--- src/rtl/mh_bridge_pkg.sv ---
// Shared types and sizing helpers for the multi-head ping-pong bridge.
package mh_bridge_pkg;

  localparam int unsigned DEF_NUM_HEADS = 2;
  localparam int unsigned DEF_W_WIDTH   = 16;
  localparam int unsigned DEF_N_WIDTH   = 16;
  localparam int unsigned DEF_DEPTH     = 4;
  localparam int unsigned DEF_REPLAY    = 1;

  typedef enum logic [2:0] {
    ST_IDLE,
    ST_CLR,
    ST_RUN,
    ST_WAIT,
    ST_REL
  } state_e;

  // Word-index width; a depth of 1 would still need one address bit.
  function automatic int unsigned addr_w(input int unsigned depth);
    return (depth > 1) ? $clog2(depth) : 1;
  endfunction

  function automatic int unsigned pass_w(input int unsigned replay);
    return $clog2(replay) + 1;
  endfunction

  localparam int unsigned DEF_ADDR_W = addr_w(DEF_DEPTH);
  localparam int unsigned DEF_PASS_W = pass_w(DEF_REPLAY);

endpackage

--- src/rtl/mh_pingpong_bridge_bank_ram.sv ---
// Two-bank x DEPTH simple dual-port array with a registered read port.
module bridge_bank_ram #(
  parameter int unsigned DW    = 32,
  parameter int unsigned DEPTH = 4,
  parameter int unsigned AW    = 2
) (
  input  logic          clk,
  input  logic          rst,
  input  logic          wr_en_i,
  input  logic          wr_bank_i,
  input  logic [AW-1:0] wr_addr_i,
  input  logic [DW-1:0] wr_data_i,
  input  logic          rd_en_i,
  input  logic          rd_bank_i,
  input  logic [AW-1:0] rd_addr_i,
  output logic [DW-1:0] rd_data_o
);

  logic [DW-1:0] mem_q [2][DEPTH];
  logic [DW-1:0] rd_data_q;

  always_ff @(posedge clk) begin
    if (wr_en_i) mem_q[wr_bank_i][wr_addr_i] <= wr_data_i;
  end

  always_ff @(posedge clk or posedge rst) begin
    if (rst)          rd_data_q <= '0;
    else if (rd_en_i) rd_data_q <= mem_q[rd_bank_i][rd_addr_i];
  end

  assign rd_data_o = rd_data_q;

endmodule

--- src/rtl/mh_pingpong_bridge.sv ---
// Ping-pong bridge buffering Q/K head streams into two banks and replaying them to the matmul.
// Optional sticky overflow detection is enabled by defining BRIDGE_OVERFLOW_CHECK_EN.
module mh_pingpong_bridge
  import mh_bridge_pkg::*;
#(
  parameter int unsigned NUM_HEADS = DEF_NUM_HEADS,
  parameter int unsigned W_WIDTH   = DEF_W_WIDTH,
  parameter int unsigned N_WIDTH   = DEF_N_WIDTH,
  parameter int unsigned DEPTH     = DEF_DEPTH,
  parameter int unsigned REPLAY    = DEF_REPLAY
) (
  input  logic                         clk,
  input  logic                         rst,
  input  logic                         in_valid,
  output logic                         in_ready,
  input  logic [NUM_HEADS*W_WIDTH-1:0] in_w_data,
  input  logic [NUM_HEADS*N_WIDTH-1:0] in_n_data,
  output logic [NUM_HEADS*W_WIDTH-1:0] w_dout,
  output logic [NUM_HEADS*N_WIDTH-1:0] n_dout,
  output logic                         mm_rst_n,
  output logic                         mm_reset_acc,
  output logic                         mm_en,
  input  logic                         acc_done,
  output logic [1:0]                   bank_full,
  output logic                         pass_done,
  output logic                         ovf_err
);

  localparam int unsigned AW  = addr_w(DEPTH);
  localparam int unsigned PW  = pass_w(REPLAY);
  localparam int unsigned WDW = NUM_HEADS * W_WIDTH;
  localparam int unsigned NDW = NUM_HEADS * N_WIDTH;

  state_e          state_q, state_d;
  logic            wr_bank_q, wr_bank_d, rd_bank_q, rd_bank_d;
  logic [AW-1:0]   wr_cnt_q, wr_cnt_d, rd_cnt_q, rd_cnt_d;
  logic [PW-1:0]   pass_cnt_q, pass_cnt_d;
  logic [1:0]      bank_full_q, bank_full_d, bank_set, bank_clr;
  logic            first_clr_q, first_clr_d;
  logic            mm_en_q, mm_en_d, mm_reset_acc_q, mm_reset_acc_d;
  logic            mm_rst_n_q, mm_rst_n_d, pass_done_q, pass_done_d;
  logic            wr_fire, rd_en;

  assign in_ready = ~bank_full_q[wr_bank_q];
  assign wr_fire  = in_valid & in_ready;

  // Write side: fill the current write bank, hand it over when the last word lands.
  always_comb begin
    wr_cnt_d  = wr_cnt_q;
    wr_bank_d = wr_bank_q;
    bank_set  = '0;
    if (wr_fire) begin
      if (wr_cnt_q == AW'(DEPTH - 1)) begin
        bank_set[wr_bank_q] = 1'b1;
        wr_bank_d           = ~wr_bank_q;
        wr_cnt_d            = '0;
      end else begin
        wr_cnt_d = wr_cnt_q + AW'(1);
      end
    end
  end

  // Read FSM; outputs are registered from the next state so they align with it.
  always_comb begin
    state_d     = state_q;
    rd_cnt_d    = rd_cnt_q;
    rd_bank_d   = rd_bank_q;
    pass_cnt_d  = pass_cnt_q;
    bank_clr    = '0;
    first_clr_d = first_clr_q;
    case (state_q)
      ST_IDLE: if (bank_full_q[rd_bank_q]) state_d = ST_CLR;
      ST_CLR: begin
        rd_cnt_d    = '0;
        first_clr_d = 1'b0;
        state_d     = ST_RUN;
      end
      ST_RUN: begin
        if (rd_cnt_q == AW'(DEPTH - 1)) state_d = ST_WAIT;
        else                            rd_cnt_d = rd_cnt_q + AW'(1);
      end
      ST_WAIT: begin
        if (acc_done) begin
          if (pass_cnt_q != PW'(REPLAY - 1)) begin
            pass_cnt_d = pass_cnt_q + PW'(1);
            state_d    = ST_CLR;
          end else begin
            state_d = ST_REL;
          end
        end
      end
      ST_REL: begin
        bank_clr[rd_bank_q] = 1'b1;
        rd_bank_d           = ~rd_bank_q;
        pass_cnt_d          = '0;
        state_d             = ST_IDLE;
      end
      default: state_d = ST_IDLE;
    endcase
    bank_full_d    = (bank_full_q | bank_set) & ~bank_clr;
    mm_en_d        = (state_d == ST_RUN);
    mm_reset_acc_d = (state_d == ST_CLR);
    mm_rst_n_d     = ~((state_d == ST_CLR) & first_clr_q);
    pass_done_d    = (state_d == ST_REL);
  end

  // Read address leads by one cycle so RAM data lines up with mm_en.
  assign rd_en = (state_d == ST_RUN);

  always_ff @(posedge clk or posedge rst) begin
    if (rst) begin
      state_q        <= ST_IDLE;
      wr_bank_q      <= 1'b0;
      rd_bank_q      <= 1'b0;
      wr_cnt_q       <= '0;
      rd_cnt_q       <= '0;
      pass_cnt_q     <= '0;
      bank_full_q    <= '0;
      first_clr_q    <= 1'b1;
      mm_en_q        <= 1'b0;
      mm_reset_acc_q <= 1'b0;
      mm_rst_n_q     <= 1'b0;
      pass_done_q    <= 1'b0;
    end else begin
      state_q        <= state_d;
      wr_bank_q      <= wr_bank_d;
      rd_bank_q      <= rd_bank_d;
      wr_cnt_q       <= wr_cnt_d;
      rd_cnt_q       <= rd_cnt_d;
      pass_cnt_q     <= pass_cnt_d;
      bank_full_q    <= bank_full_d;
      first_clr_q    <= first_clr_d;
      mm_en_q        <= mm_en_d;
      mm_reset_acc_q <= mm_reset_acc_d;
      mm_rst_n_q     <= mm_rst_n_d;
      pass_done_q    <= pass_done_d;
    end
  end

  bridge_bank_ram #(.DW(WDW), .DEPTH(DEPTH), .AW(AW)) u_west_ram (
    .clk       (clk),
    .rst       (rst),
    .wr_en_i   (wr_fire),
    .wr_bank_i (wr_bank_q),
    .wr_addr_i (wr_cnt_q),
    .wr_data_i (in_w_data),
    .rd_en_i   (rd_en),
    .rd_bank_i (rd_bank_q),
    .rd_addr_i (rd_cnt_d),
    .rd_data_o (w_dout)
  );

  bridge_bank_ram #(.DW(NDW), .DEPTH(DEPTH), .AW(AW)) u_north_ram (
    .clk       (clk),
    .rst       (rst),
    .wr_en_i   (wr_fire),
    .wr_bank_i (wr_bank_q),
    .wr_addr_i (wr_cnt_q),
    .wr_data_i (in_n_data),
    .rd_en_i   (rd_en),
    .rd_bank_i (rd_bank_q),
    .rd_addr_i (rd_cnt_d),
    .rd_data_o (n_dout)
  );

  assign mm_en        = mm_en_q;
  assign mm_reset_acc = mm_reset_acc_q;
  assign mm_rst_n     = mm_rst_n_q;
  assign pass_done    = pass_done_q;
  assign bank_full    = bank_full_q;

`ifdef BRIDGE_OVERFLOW_CHECK_EN
  logic ovf_q;
  always_ff @(posedge clk or posedge rst) begin
    if (rst)                       ovf_q <= 1'b0;
    else if (in_valid & ~in_ready) ovf_q <= 1'b1;
  end
  assign ovf_err = ovf_q;
`else
  assign ovf_err = 1'b0;
`endif

endmodule

--- config.mk ---
export PLATFORM = sky130hd
export DESIGN_NAME = mh_pingpong_bridge
export DESIGN_NICKNAME = d
export VERILOG_FILES = /design/src/rtl/mh_bridge_pkg.sv /design/src/rtl/mh_pingpong_bridge_bank_ram.sv /design/src/rtl/mh_pingpong_bridge.sv
export SDC_FILE = /design/constraint.sdc
export NUM_CORES = 1
export LEC_CHECK = 0
export ABC_AREA = 1
export CORE_ASPECT_RATIO = 1.75
export CORE_UTILIZATION = 46
export DETAILED_ROUTE_END_ITERATION = 10
export PLACE_DENSITY_LB_ADDON = 0.08
export SYNTH_ARGS = -nofsm -noshare
export SYNTH_HDL_FRONTEND = slang
export SYNTH_SLANG_ARGS = --single-unit
--- constraint.sdc ---
create_clock -name clk -period 7.74 [get_ports clk]
set_clock_uncertainty 0.05 [all_clocks]
set_input_delay 0.774 -clock clk [delete_from_list [all_inputs] [get_ports clk]]
set_output_delay 0.774 -clock clk [all_outputs]
set_load 0.005 [all_outputs]
* After elaboration in Yosys (flattened, before gate mapping)
Memories as Yosys holds them, arrays and structs flattened.
Cells that the tools add are included.
** Operators by class
- Add/sub/neg operators :: 3
- $lt $le $gt $ge :: 7
- Equality and inequality tests :: 10
- Muxes and demuxes :: 32
- Bitwise logic cells :: 11
- Reductions and logical operators :: 7
** Operator list (count)
- 32-bit 2-to-1 mux :: 5
- 32-bit binary-select mux with 2-bit select :: 2
- 128-bit 2-to-1 mux :: 1
- 32-bit demux with 2-bit select :: 1
- 3-bit 2-to-1 mux :: 4
- 3-bit case mux with 4 select lines :: 1
- 2-bit 2-to-1 mux :: 5
- 3-bit by 2-bit equality test with 1-bit output, second input constant :: 3
- 1-bit 2-to-1 mux :: 9
- 3-bit by 1-bit equality test with 1-bit output, second input constant :: 2
- 3-bit equality test, second input constant :: 2
- 3-bit greater-or-equal comparator, second input constant :: 2
- 2-bit NOT with 3-bit output :: 2
- 2-bit by 1-bit adder with 2-bit output, second input constant :: 2
- 2-bit equality test, second input constant :: 2
- 1-bit by 2-bit less-than comparator with 1-bit output, second input constant :: 2
- 1-bit NOT :: 4
- 2-bit case mux with 2 select lines :: 1
- 2-bit AND reduction :: 2
- 1-bit logical AND :: 3
- 3-bit logical NOT :: 1
- 3-bit by 1-bit less-than comparator with 1-bit output, second input constant :: 1
- 1-bit AND :: 2
- 2-bit AND :: 1
- other kinds (8) :: 10
** Storage, ports and cells
- Flip-flop bits (word level) :: 81
- Memory bits (writable) :: 512
- Input port bits :: 68
- Output and inout port bits :: 72
- Logic and storage cells :: 86
- Memories :: 2
** Memories
- u_north_ram.mem_q :: depth 2, bits a word 128, read ports 1, clocked after Yosys merged registers in 0, wr ports 1, RTL line mh_pingpong_bridge_bank_ram.sv:19 : logic [DW-1:0] mem_q [2][DEPTH];
- u_west_ram.mem_q :: depth 2, bits a word 128, read ports 1, clocked after Yosys merged registers in 0, wr ports 1, RTL line mh_pingpong_bridge_bank_ram.sv:19

* Longest topological paths before layout
- Depth in word-level cells :: 8
- Mapped depth :: 12
- Depth with buffers taken out :: 10

* Modules after synthesis
From an unflattened synthesis, not the netlist that was laid out.
** Second synthesis, totals
- Cells, all modules :: 2341
- Area total of the unflattened synthesis :: 24616.1 um2
** Modules (own cells, without submodules)
- bridge_bank_ram (u_west_ram) :: instances 1, cells an instance 1131, area an instance 11956.5 um2, seq. area each 8488.1 um2
- bridge_bank_ram (u_north_ram) :: instances 1, cells an instance 1131, area an instance 11954.0 um2, seq. area each 8488.1 um2
- mh_pingpong_bridge :: instances 1, cells an instance 79, area an instance 705.7 um2, seq. area each 401.6 um2

* Worst setup path after synthesis
Ideal clock, no wire load.
- Kind :: input -> register
- Start point :: input port in_valid
- End point :: memory u_north_ram.mem_q[0][100] (netlist name), enable pin
- Setup time :: 0.564 ns
- Arrival time :: 5.282 ns
- Data required time :: 7.126 ns
- Setup slack :: 1.844 ns
- Cell stages on the path :: 2
- Path buffers :: 0
- Cell sequence :: nand2_1 -> nor3_1
** Between the ends
- Longest elaborated chain between the ends :: 3
** Ends and longest elaborated chain
- start: declaration :: RTL line mh_pingpong_bridge.sv:14 : input logic in_valid,
- 1-bit AND :: RTL line mh_pingpong_bridge.sv:45 : assign wr_fire = in_valid & in_ready;
- 1-bit 2-to-1 mux :: RTL line mh_pingpong_bridge_bank_ram.sv:23 : if (wr_en_i) mem_q[wr_bank_i][wr_addr_i] <= wr_data_i;
- 128-bit 2-to-1 mux (implied by the code) :: RTL line mh_pingpong_bridge_bank_ram.sv:23
- end: declaration :: RTL line mh_pingpong_bridge_bank_ram.sv:19
No other way between the ends.

* Final worst setup path
- Start point :: register state_q[2]
- End point :: register u_north_ram.rd_data_q[1] (netlist: u_north_ram.rd_data_o[1])
** Between the ends
- Longest elaborated chain between the ends :: 6
- Elaborated cells on any way between the ends :: 14
- Those cells by class :: eq/ne (4); mux (8); bitwise (1); reduce/logical (1)
** Ends and longest elaborated chain
- start: declaration :: RTL line mh_pingpong_bridge.sv:34 : state_e state_q, state_d;
- start signal: assignment :: RTL line mh_pingpong_bridge.sv:125 : state_q <= state_d;
- 3-bit by 2-bit equality test with 1-bit output or 3-bit by 1-bit equality test with 1-bit output (tied branches) :: RTL line mh_pingpong_bridge.sv:71 : case (state_q)
- 2-bit case mux with 2 select lines :: RTL line mh_pingpong_bridge.sv:71
- 2-bit NOT with 3-bit output (implied by the code) :: RTL line mh_pingpong_bridge_bank_ram.sv:28 : else if (rd_en_i) rd_data_q <= mem_q[rd_bank_i][rd_addr_i];
- 32-bit binary-select mux with 2-bit select :: RTL line mh_pingpong_bridge_bank_ram.sv:28
- 32-bit 2-to-1 mux (implied by the code) (2 in a row) :: RTL line mh_pingpong_bridge_bank_ram.sv:28
- end signal: assignment :: RTL line mh_pingpong_bridge_bank_ram.sv:28
- end: declaration :: RTL line mh_pingpong_bridge_bank_ram.sv:20 : logic [DW-1:0] rd_data_q;
Several ways; a longest one is shown, not always the timed one. The select of a mux whose other input is x is not followed.
A chain may end at the register's enable or synchronous reset.

==> out/results.ini <==
[finish]
layout_commonest_cell = edfxtp_1
final_nets = 2055
final-seq-area_um2 = 17380
mostFrequentLayoutCells = 512 x edfxtp_1, 465 x nand2_1, 324 x nand3_1
nFillCells = 4430
design_area_um2 = 27710
drive_above_1_share = 0.09517
multi_input_area_um2 = 5989
syn2layout_area_growth_pct = 15.52

[worst_setup_path]
regToRegSetupSlack_ps = 4030
critPathMaxStageDelay_ps = 1070
worstPathRequired_ps = 8180
critPathKind = register to register
crit_cells = 10
startpoint = state_q[2]
path_buf_inv = 2
rr_worst_depth = 10
reg2reg_from = state_q[2]
crit_arrival_ps = 4140
crit_end = u_north_ram.rd_data_o[1]
slowest_stage = nand2_2
path_cells = inv_2, nand3_1, nand3_4, nand2_2, buf_4, nand2_1, nand3_1, nand2_1, nand2_1, nand2_1
rr_endpoint = u_north_ram.rd_data_o[1]
crit_path_start_kind = register
worst-path-max-fanout = 58
critPathTopFamily = simple AND/OR/NAND/NOR gates
end_kind = register
cpMostUsedCell = nand2_1

[hold_path]
min_path_type = register to register

[clocking]
h-tree-depth = 2
clk_pin_slew_ps = 60
ctsRootBufferMaster = clkbuf_16
post-cts-setup-buffers = 0
ctsHoldBuffers = 0
cts_resized = 0
cts.sinks = 592
clockBufferDepth = 3
cts_buffers = 54
clk_latency_ps = 600
cts_tree = yes

[routing]
first_iter_violations = 1080
remaining_drc_errors = 0
dr.pass1.iters = 5
vias_per_cell = 5.546
vias = 14980
routed_wl_mm = 61.43
final_antenna_net_count = 0
wl_per_cell_um = 22.74

[power_and_ir_drop]
internal_power_mw = 6.918
p_seq_frac = 0.373
p_per_area_nw_per_um2 = 399.5
p_clk_frac = 0.246
p_leak_nw = 10.24
swShare = 0.3753
p_switching_mw = 4.155
vdd.ir_drop.worst_v = 0.0002986
combinationalPowerShare = 0.381

[timing]
max_freq_mhz = 269.9
rsz0062_at_grt = no
max_slew_margin = 0.1947
period_minus_slack_ps = 3705
slew_violations = 0
fin_crit_sh = 0.4787
setup_viol = 0
hold_violations = 0
tightest_slew_ps = 1208
setup_tns_ps = 0

[synthesis]
syn_area_um2 = 23990
synth_edf_count = 512
synth.net_count = 1960
synthCells = 1888
avgSynthCellArea_um2 = 12.71
synth-warning-count = 0
synth_flop_cell = edfxtp_1
ys_seq_area_frac = 0.7243
synth_top_cells_by_area = edfxtp_1 64%, dfrtp_1 8.2%, nand2_1 7.3%, nand3_1 6.8%, a21boi_0 4.0%
synthArstFlopShare = 0.1351
yosysTopAreaCell = edfxtp_1
synth_top_area_frac = 0.6408
yosysUniqueCellTypes = 27
ys_ff_latch = 592

[floorplanning]
core_area_um2 = 51470
pin_count = 140
die_y_um = 304.1
die_w_um = 174.6
initial_core_util = 0.4661
rows = 110
die_area_um2 = 53110

[global_routing]
grt.total_usage = 0.2344
grt_pass1_vias = 15540
overflow = 0
grt_max_degree = 181
grt_pass1_wl_mm = 93.97
antenna_found_initial = 2

[run]
cap_viol_max_count = 0

[placement]
io_buffers = 138
place_area_um2 = 25900
place_congestion = 0.8095
dpl.hpwl_mm = 30.13

[run_status]
outcome = complete, no violations

==> worst min-delay path by stage <==
stage / cells past startpoint / startpoint / slack [ps] / endpoint
detailed placement: 1 / first_clr_q / 410 / mm_rst_n
finish: 2 / u_west_ram.rd_data_o[15] / 430 / u_west_ram.rd_data_o[15]
global route: 1 / first_clr_q / 430 / mm_rst_n
CTS: 1 / first_clr_q / 430 / mm_rst_n
global placement: 1 / first_clr_q / 410 / mm_rst_n
floorplan: 1 / first_clr_q / 380 / mm_rst_n
==> cells in the mapped netlist, drive strengths merged, types with 4 or more instances <==
cell      n
a21boi  128
buf      83
clkbuf   42
dfrtp    79
edfxtp  512
ha        4
inv      26
mux2i    64
nand2   469
nand3   326
nor2      7
nor3      6
o21ai    68
or2      64
==> cells by family after synthesis <==
group	after synthesis	synth area share
and+or+nand+nor	877	0.1623
DFF	592	0.7243
AOI/OAI and AO/OA	198	0.05476
buffers and inverters	151	0.02931
muxes	64	0.02670
adders and majority gates	4	0.002086
other	1	0.0001563
xor gates and xnor gates	1	0.0003651
==> cell type report <==
class | count | area share
clock buffers | 73 | 0.05472
repair buffers | 164 | 0.05734
multi-input cells | 1145 | 0.2161
well taps | 672 | 0.03034
diodes | 1 | 0.00009029
clock inverters | 28 | 0.01047
inverters | 26 | 0.003747
flip-flops and latches | 592 | 0.6272
==> metal layers <==
layer / GRT usage / share of wire / vias to the layer above / wire length, um
met2: 0.4334 / 0.53 / 352 / 32700
met5: 0 / 0.00028 / - / 17
li1: - / - / 6912 / -
met4: 0.08150 / 0.029 / 2 / 1800
met3: 0.02861 / 0.038 / 114 / 2335
met1: 0.2776 / 0.40 / 7599 / 24580
==> sequential cells by signal, indices dropped and copies added (netlist names) <==
signal,cells
bank_full,2
u_north_ram.mem_q,256
u_north_ram.rd_data_o,32
u_west_ram.mem_q,256
mm_en,1
wr_cnt_q,2
rd_cnt_q,2
rd_bank_q,1
mm_rst_n,1
mm_reset_acc,1
pass_done,1
state_q,3
first_clr_q,1
u_west_ram.rd_data_o,32
wr_bank_q,1
==> power groups by stage <==
stage | combinational (mW) | sequential (mW) | clock [mW]
CTS | 4.28 | 4.13 | 2.78
floorplan | 2.78 | 4.16 | 0
global placement | 4.20 | 4.19 | 0
detailed placement | 4.26 | 4.19 | 0
finish | 4.22 | 4.13 | 2.73
global route | 4.69 | 4.16 | 2.88
==> tightest hold or removal path, cell delays in order (launching register included) <==
cell and delay (ps):
dfrtp_1 340, nand2_1 50, nand2_1 50
==> metrics by stage <==
stage	cells	hold slack, ps	total power, mW	utilization	worst slack, ps
final	2701	427.4	11.07	0.5384	4035
after global routing	2701	429.5	11.73	0.5384	3715
after CTS	2700	427.5	11.19	0.5384	4032
after detailed placement	2599	412.6	8.453	0.5033	4052
after global placement	2599	409.9	8.389	0.5033	4171
after floorplan	1888	377.1	6.938	-	1844
Note: power is estimated with default switching activity, not from simulation.
